--- src/rtl/chess_engine_pkg.sv ---
// Shared definitions for the chess engine bus master: command-word layout,
// FSM state encoding, piece types and the command-word builder.
package chess_engine_pkg;

    localparam int INIT_BIT  = 255;
    localparam int PT_MSB    = 254;
    localparam int PT_LSB    = 251;
    localparam int SQ_MSB    = 247;
    localparam int SQ_LSB    = 241;
    localparam int COLOR_MSB = 239;
    localparam int COLOR_LSB = 176;
    localparam int OCC_MSB   = 175;
    localparam int OCC_LSB   = 112;

    typedef logic [2:0] state_t;
    localparam state_t ST_IDLE  = 3'd0;
    localparam state_t ST_SCAN  = 3'd1;
    localparam state_t ST_WRITE = 3'd2;
    localparam state_t ST_READ  = 3'd3;
    localparam state_t ST_WAIT  = 3'd4;
    localparam state_t ST_EMIT  = 3'd5;
    localparam state_t ST_DONE  = 3'd6;

    typedef enum logic [3:0] {
        PT_NONE   = 4'd0,
        PT_PAWN   = 4'd1,
        PT_KNIGHT = 4'd2,
        PT_BISHOP = 4'd3,
        PT_ROOK   = 4'd4,
        PT_QUEEN  = 4'd5,
        PT_KING   = 4'd6
    } piece_t;

    function automatic logic [255:0] build_cmd(input logic [3:0]  pt,
                                               input logic [5:0]  sq,
                                               input logic [63:0] color,
                                               input logic [63:0] occ);
        logic [255:0] c;
        c = '0;
        c[INIT_BIT]            = 1'b0;
        c[PT_MSB:PT_LSB]       = pt;
        c[SQ_MSB:SQ_LSB]       = {1'b0, sq};
        c[COLOR_MSB:COLOR_LSB] = color;
        c[OCC_MSB:OCC_LSB]     = occ;
        return c;
    endfunction

endpackage

--- src/rtl/chess_engine_sweep_master_popcount64.sv ---
// Combinational population count of a 64-bit move bitboard.
module popcount64 (
    input  logic [63:0] din,
    output logic [6:0]  cnt
);

    always_comb begin
        cnt = '0;
        for (int i = 0; i < 64; i++) begin
            cnt = cnt + {6'b0, din[i]};
        end
    end

endmodule

--- src/rtl/chess_engine_sweep_master.sv ---
// Bus initiator sweeping all 64 squares: for each piece of the side to move it
// writes a command word, reads back the move bitboard and accumulates results.
module chess_engine_sweep_master
    import chess_engine_pkg::*;
#(
    parameter int READ_LATENCY = 1
) (
    input  logic         clk,
    input  logic         reset,
    input  logic         start,
    input  logic         side,
    input  logic [63:0]  occupied,
    input  logic [63:0]  color,
    input  logic [255:0] piece_types,
    output logic         busy,
    output logic         done,
    output logic         res_valid,
    output logic [5:0]   res_square,
    output logic [63:0]  res_moves,
    output logic [63:0]  attack_map,
    output logic [12:0]  move_count,
    output logic         m_chipselect,
    output logic         m_write,
    output logic         m_read,
    output logic [255:0] m_writedata,
    input  logic [255:0] m_readdata,
    input  logic         m_waitrequest
);

    localparam logic [1:0] LAT_LAST = 2'((READ_LATENCY > 0) ? READ_LATENCY - 1 : 0);

    state_t         state_q, state_d;
    logic [5:0]     sq_q, sq_d;
    logic [1:0]     lat_q, lat_d;
    logic           side_q, side_d;
    logic [63:0]    occ_q, occ_d;
    logic [63:0]    col_q, col_d;
    logic [255:0]   pt_q, pt_d;
    logic           busy_q, busy_d;
    logic           done_q, done_d;
    logic           res_valid_q, res_valid_d;
    logic [5:0]     res_square_q, res_square_d;
    logic [63:0]    res_moves_q, res_moves_d;
    logic [63:0]    attack_q, attack_d;
    logic [12:0]    count_q, count_d;
    logic           cs_q, cs_d;
    logic           wr_q, wr_d;
    logic           rd_q, rd_d;
    logic [255:0]   wdata_q, wdata_d;

    logic           sel;
    logic           capture;
    logic [63:0]    rd_moves;
    logic [6:0]     pc;
    logic           unused_rd;

    assign rd_moves  = m_readdata[63:0];
    assign unused_rd = ^m_readdata[255:64];
    assign sel       = occ_q[sq_q] & (col_q[sq_q] == side_q);

    popcount64 u_popcount (
        .din (rd_moves),
        .cnt (pc)
    );

    always_comb begin
        state_d      = state_q;
        sq_d         = sq_q;
        lat_d        = lat_q;
        side_d       = side_q;
        occ_d        = occ_q;
        col_d        = col_q;
        pt_d         = pt_q;
        res_square_d = res_square_q;
        res_moves_d  = res_moves_q;
        attack_d     = attack_q;
        count_d      = count_q;
        wdata_d      = wdata_q;
        capture      = 1'b0;

        case (state_q)
            ST_IDLE: begin
                if (start) begin
                    state_d  = ST_SCAN;
                    sq_d     = '0;
                    side_d   = side;
                    occ_d    = occupied;
                    col_d    = color;
                    pt_d     = piece_types;
                    attack_d = '0;
                    count_d  = '0;
                end
            end
            ST_SCAN: begin
                if (sel) begin
                    state_d = ST_WRITE;
                    wdata_d = build_cmd(pt_q[{sq_q, 2'b00} +: 4], sq_q, col_q, occ_q);
                end else if (sq_q == 6'd63) begin
                    state_d = ST_DONE;
                end else begin
                    sq_d = sq_q + 6'd1;
                end
            end
            ST_WRITE: begin
                if (!m_waitrequest) state_d = ST_READ;
            end
            ST_READ: begin
                if (!m_waitrequest) begin
                    if (READ_LATENCY == 0) begin
                        capture = 1'b1;
                    end else begin
                        state_d = ST_WAIT;
                        lat_d   = '0;
                    end
                end
            end
            ST_WAIT: begin
                // Readdata is valid on the READ_LATENCY-th cycle after acceptance.
                if (lat_q == LAT_LAST) capture = 1'b1;
                else                   lat_d   = lat_q + 2'd1;
            end
            ST_EMIT: begin
                if (sq_q == 6'd63) begin
                    state_d = ST_DONE;
                end else begin
                    state_d = ST_SCAN;
                    sq_d    = sq_q + 6'd1;
                end
            end
            ST_DONE: state_d = ST_IDLE;
            default: state_d = ST_IDLE;
        endcase

        // Results are registered at the capture edge so they appear during EMIT.
        if (capture) begin
            state_d      = ST_EMIT;
            res_square_d = sq_q;
            res_moves_d  = rd_moves;
            attack_d     = attack_q | rd_moves;
            count_d      = count_q + {6'b0, pc};
        end

        busy_d      = (state_d == ST_SCAN) || (state_d == ST_WRITE) || (state_d == ST_READ) ||
                      (state_d == ST_WAIT) || (state_d == ST_EMIT);
        done_d      = (state_d == ST_DONE);
        res_valid_d = (state_d == ST_EMIT);
        wr_d        = (state_d == ST_WRITE);
        rd_d        = (state_d == ST_READ);
        cs_d        = wr_d | rd_d;
    end

    always_ff @(posedge clk or posedge reset) begin
        if (reset) begin
            state_q      <= ST_IDLE;
            sq_q         <= '0;
            lat_q        <= '0;
            side_q       <= 1'b0;
            occ_q        <= '0;
            col_q        <= '0;
            pt_q         <= '0;
            busy_q       <= 1'b0;
            done_q       <= 1'b0;
            res_valid_q  <= 1'b0;
            res_square_q <= '0;
            res_moves_q  <= '0;
            attack_q     <= '0;
            count_q      <= '0;
            cs_q         <= 1'b0;
            wr_q         <= 1'b0;
            rd_q         <= 1'b0;
            wdata_q      <= '0;
        end else begin
            state_q      <= state_d;
            sq_q         <= sq_d;
            lat_q        <= lat_d;
            side_q       <= side_d;
            occ_q        <= occ_d;
            col_q        <= col_d;
            pt_q         <= pt_d;
            busy_q       <= busy_d;
            done_q       <= done_d;
            res_valid_q  <= res_valid_d;
            res_square_q <= res_square_d;
            res_moves_q  <= res_moves_d;
            attack_q     <= attack_d;
            count_q      <= count_d;
            cs_q         <= cs_d;
            wr_q         <= wr_d;
            rd_q         <= rd_d;
            wdata_q      <= wdata_d;
        end
    end

    assign busy         = busy_q;
    assign done         = done_q;
    assign res_valid    = res_valid_q;
    assign res_square   = res_square_q;
    assign res_moves    = res_moves_q;
    assign attack_map   = attack_q;
    assign move_count   = count_q;
    assign m_chipselect = cs_q;
    assign m_write      = wr_q;
    assign m_read       = rd_q;
    assign m_writedata  = wdata_q;

endmodule
--- config.mk ---
export PLATFORM = sky130hd
export DESIGN_NAME = chess_engine_sweep_master
export DESIGN_NICKNAME = d
export VERILOG_FILES = /design/src/rtl/chess_engine_pkg.sv /design/src/rtl/chess_engine_sweep_master_popcount64.sv /design/src/rtl/chess_engine_sweep_master.sv
export SDC_FILE = /design/constraint.sdc
export NUM_CORES = 2
export LEC_CHECK = 0
export CORE_AREA = 2 2 410 412
export CTS_CLUSTER_SIZE = 10
export DETAILED_ROUTE_END_ITERATION = 8
export DIE_AREA = 0 0 412 414
export SLEW_MARGIN = 20
export SYNTH_ARGS = -nofsm -noshare
export SYNTH_HDL_FRONTEND = slang
export SYNTH_HIERARCHICAL = 1
export SYNTH_SLANG_ARGS = --single-unit
--- constraint.sdc ---
create_clock -name clk -period 22.2 [get_ports clk]
set_input_delay 4.44 -clock clk [delete_from_list [all_inputs] [get_ports clk]]
set_output_delay 4.44 -clock clk [all_outputs]
set_load 0.02 [all_outputs]
==> flow_metrics.env <==
export IMPL_outcome="completed"
export IMPL_seq_area_frac_synth=0.5369
export IMPL_clockRootBuffer="clkbuf_16"
export IMPL_wire_per_inst_um=19.28
export IMPL_p_leak_nw=20.61
export IMPL_crit_path_start_kind="input pin"
export IMPL_cts_sinks=687
export IMPL_grt_ovfl_total=0
export IMPL_min_from="pt_q[76]"
export IMPL_cts_tree="yes"
export IMPL_synth_largest_area_cell="dfrtp_1"
export IMPL_r2r_start="sq_q[1]"
export IMPL_antenna_found_initial=22
export IMPL_fin_area_um2=43960
export IMPL_rows=150
export IMPL_grt_max_degree=195
export IMPL_cts_resized=0
export IMPL_vdd_drop_max_mv=0.2644
export IMPL_r2r_end="m_writedata[209]"
export IMPL_slew_headroom=0.2648
export IMPL_clk_path_buf_depth=3
export IMPL_synth_edf_count=0
export IMPL_coreArea_um2=166300
export IMPL_hold_path_class="flip-flop to flip-flop"
export IMPL_crit_arrival_ns=12.02
export IMPL_finalSetupViolCount=0
export IMPL_power_frac_clock=0.177
export IMPL_fmax_ghz=0.08745
export IMPL_firstDrtPassIters=8
export IMPL_first_global_vias=25290
export IMPL_internal_power_w=0.004369
export IMPL_cts_setup_buffers=0
export IMPL_crit_type="input pin to flip-flop"
export IMPL_worstMarginPinSlew_ns=1.103
export IMPL_dr_first_iter_drc_count=1803
export IMPL_min_path_cells=2
export IMPL_start_util=0.1926
export IMPL_synth_seq_cells=687
export IMPL_netlist_instances=3187
export IMPL_port_buffers=743
export IMPL_drive_gt1_frac=0.09519
export IMPL_ys_warn_count=6
export IMPL_dp_cells=5990
export IMPL_htreeDepth=3
export IMPL_die_area_um2=170600
export IMPL_switching_power_w=0.003152
export IMPL_synth_area_um2=32020
export IMPL_finalWirelength_um=118000
export IMPL_instances_no_fill=6120
export IMPL_ff2ff_path_depth=10
export IMPL_cp_max_fo=3
export IMPL_ys_types=64
export IMPL_crit_path_end_kind="flip-flop"
export IMPL_power_frac_comb=0.528
export IMPL_fin_tns_setup_ns=0
export IMPL_fp_dieW_um=412
export IMPL_p_per_area_nw_per_um2=171.1
export IMPL_async_flop_share=1.000
export IMPL_vias_per_cell=4.017
export IMPL_drv_cap=0
export IMPL_postRouteAntennaNets=0
export IMPL_final_max_slew_violation_count=0
export IMPL_clkTransAtPathRegs_ns=0.05
export IMPL_hpwlAfterDp_um=87870
export IMPL_min_period_over_period=0.5151
export IMPL_yosys_top_cells_area="dfrtp_1 (54%), nand2_1 (16%), mux4_2 (5.0%), fa_1 (3.4%), mux2_2 (3.0%)"
export IMPL_hold_ws_ns=0.4676
export IMPL_clk_latency_ns=0.67
export IMPL_syn_area_per_cell_um2=10.05
export IMPL_vias=24580
export IMPL_hold_violations=0
export IMPL_p_sw_frac=0.4191
export IMPL_power_frac_seq=0.295
export IMPL_cts_hold_buf=0
export IMPL_dpl_cell_area_um2=41340
export IMPL_power_w=0.007521
export IMPL_synth_flop_cell="dfrtp_1"
export IMPL_min_to="pt_q[76]"
export IMPL_yosys_area_top_type_share=0.5369
export IMPL_grt_pass1_wl_um=171200
export IMPL_cts_inserted_buffers=86
export IMPL_drc=0
export IMPL_io_pins=1054
export IMPL_fin_nets=4598
export IMPL_area_delta_synth_final_pct=37.28
export IMPL_regToRegSetupSlack_ns=16.63
export IMPL_fin_skew_ns=0.03737
export IMPL_layout_min_cycle_time_ns=11.44
export IMPL_place_gp_congestion=0.8338
export IMPL_fp_dieH_um=414
export IMPL_crit_required_ns=22.78
export IMPL_rsz0062_at_grt="false"
export IMPL_grt_usage=0.1354
==> critical path, cell delays in order <==
cell	delay (ns)
clkdlybuf4s50_1	0.62
fa_1	0.72
inv_1	0.08
fa_1	0.55
fa_1	0.43
fa_1	0.52
fa_1	0.45
fa_1	0.55
fa_1	0.44
fa_1	0.50
inv_1	0.04
ha_1	0.24
fa_1	0.48
a21o_2	0.23
a211oi_1	0.25
a21oi_1	0.09
ha_1	0.30
inv_1	0.09
o21bai_1	0.09
a21oi_1	0.24
nor2b_1	0.08
o211a_1	0.26
nand3_1	0.12
mux2i_1	0.18
==> routing by layer <==
layer | vias up | part of all wire | GRT usage
met5 | - | 0.00085 | 0
met1 | 12130 | 0.42 | 0.1717
met4 | 14 | 0.030 | 0.04806
li1 | 11390 | - | -
met3 | 157 | 0.084 | 0.03824
met2 | 888 | 0.47 | 0.2190
==> worst max-delay path by stage <==
stage | from | end | slack (ns)
after global placement | m_readdata[5] | move_count[11] | 10.11
final | m_readdata[5] | move_count[10] | 10.76
after floorplan | reset | attack_map[0] | 8.36
after global routing | m_readdata[59] | move_count[10] | 10.40
after CTS | m_readdata[5] | move_count[10] | 10.78
after detailed placement | m_readdata[59] | move_count[10] | 10.07
==> synth_stat cells (all sizes together) (4+ instances only) <==
master / n
nand2: 1401
dfrtp: 687
buf: 164
mux2: 135
clkbuf: 131
inv: 96
a21oi: 93
mux2i: 88
nor2: 75
mux4: 71
fa: 55
ha: 24
o221ai: 20
o21ai: 19
a211oi: 13
o22ai: 12
nand3: 10
nand2b: 8
nor2b: 8
a21o: 6
a22oi: 5
o31ai: 5
xnor2: 5
and2: 4
nor3: 4
o21bai: 4
==> sequential cells by signal, indices dropped and copies added, names as in the netlist, 2 cells and up <==
name,flops
state_q,3
m_writedata,138
col_q,64
sq_q,6
lat_q,2
attack_map,64
occ_q,64
move_count,13
pt_q,256
res_moves,64
res_square,6
==> cell usage in the layout (no fill, tap or decap), types with 3 or more instances in the layout <==
| cell type | n |
|---|---|
| buf_4 | 31 |
| clkbuf_16 | 88 |
| dfrtp_2 | 3 |
| a21oi_1 | 92 |
| a211oi_1 | 13 |
| ha_1 | 24 |
| clkinv_8 | 3 |
| conb_1 | 118 |
| nor3_1 | 4 |
| clkbuf_8 | 7 |
| clkinvlp_4 | 4 |
| dfrtp_1 | 681 |
| dfrtp_4 | 3 |
| o21bai_1 | 4 |
| and2_1 | 4 |
| inv_1 | 94 |
| nand3_1 | 8 |
| mux4_2 | 71 |
| buf_12 | 3 |
| diode_2 | 8 |
| o21ai_0 | 18 |
| mux2i_1 | 88 |
| a22oi_1 | 5 |
| mux2_2 | 85 |
| nor3b_1 | 3 |
| o22ai_1 | 12 |
| nand2_1 | 1401 |
| clkinv_2 | 3 |
| bufinv_16 | 5 |
| o31ai_1 | 5 |
| clkbuf_1 | 11 |
| clkdlybuf4s50_1 | 743 |
| nand2b_1 | 8 |
| xnor2_1 | 5 |
| a21o_1 | 5 |
| mux2_4 | 50 |
| nor2b_1 | 8 |
| o221ai_1 | 20 |
| fa_1 | 55 |
| nor2_1 | 75 |
==> layout make-up <==
class / count / area [um^2]
fillers: 17600 / 122300
flip-flops and latches: 687 / 17210
multi-input cells: 2225 / 13280
repair buffers: 777 / 7730
well taps: 2204 / 2758
clock buffers: 106 / 2340
inverters: 97 / 370.4
clock inverters: 16 / 254.0
diodes: 8 / 20.02
==> through the flow <==
stage | worst slack (ns) | utilization
2_1_floorplan | 8.360 | -
3_3_place_gp | 10.11 | 0.2486
3_5_place_dp | 10.07 | 0.2486
4_1_cts | 10.78 | 0.2642
5_1_grt | 10.40 | 0.2643
6_report | 10.76 | 0.2643
==> logic make-up after synthesis <==
logic type | share of synthesized area
flops | 0.5369
mux | 0.1308
xor+xnor | 0.001915
other cells | 0.0001171
simple gates | 0.1831
compound gates | 0.04005
buf+inv | 0.06334
fa+ha+maj | 0.04376
==> power by group through the flow <==
| stage | Clock [W] | Combinational (W) | Sequential [W] |
|---|---|---|---|
| detailed placement | 0 | 0.00402 | 0.00224 |
| global placement | 0 | 0.00394 | 0.00221 |
| finish | 0.00133 | 0.00397 | 0.00222 |
| global route | 0.00143 | 0.00439 | 0.00229 |
| floorplan | 0 | 0.00245 | 0.00235 |
| CTS | 0.00138 | 0.00404 | 0.00222 |
No activity file was read; power rests on OpenSTA's default activity.
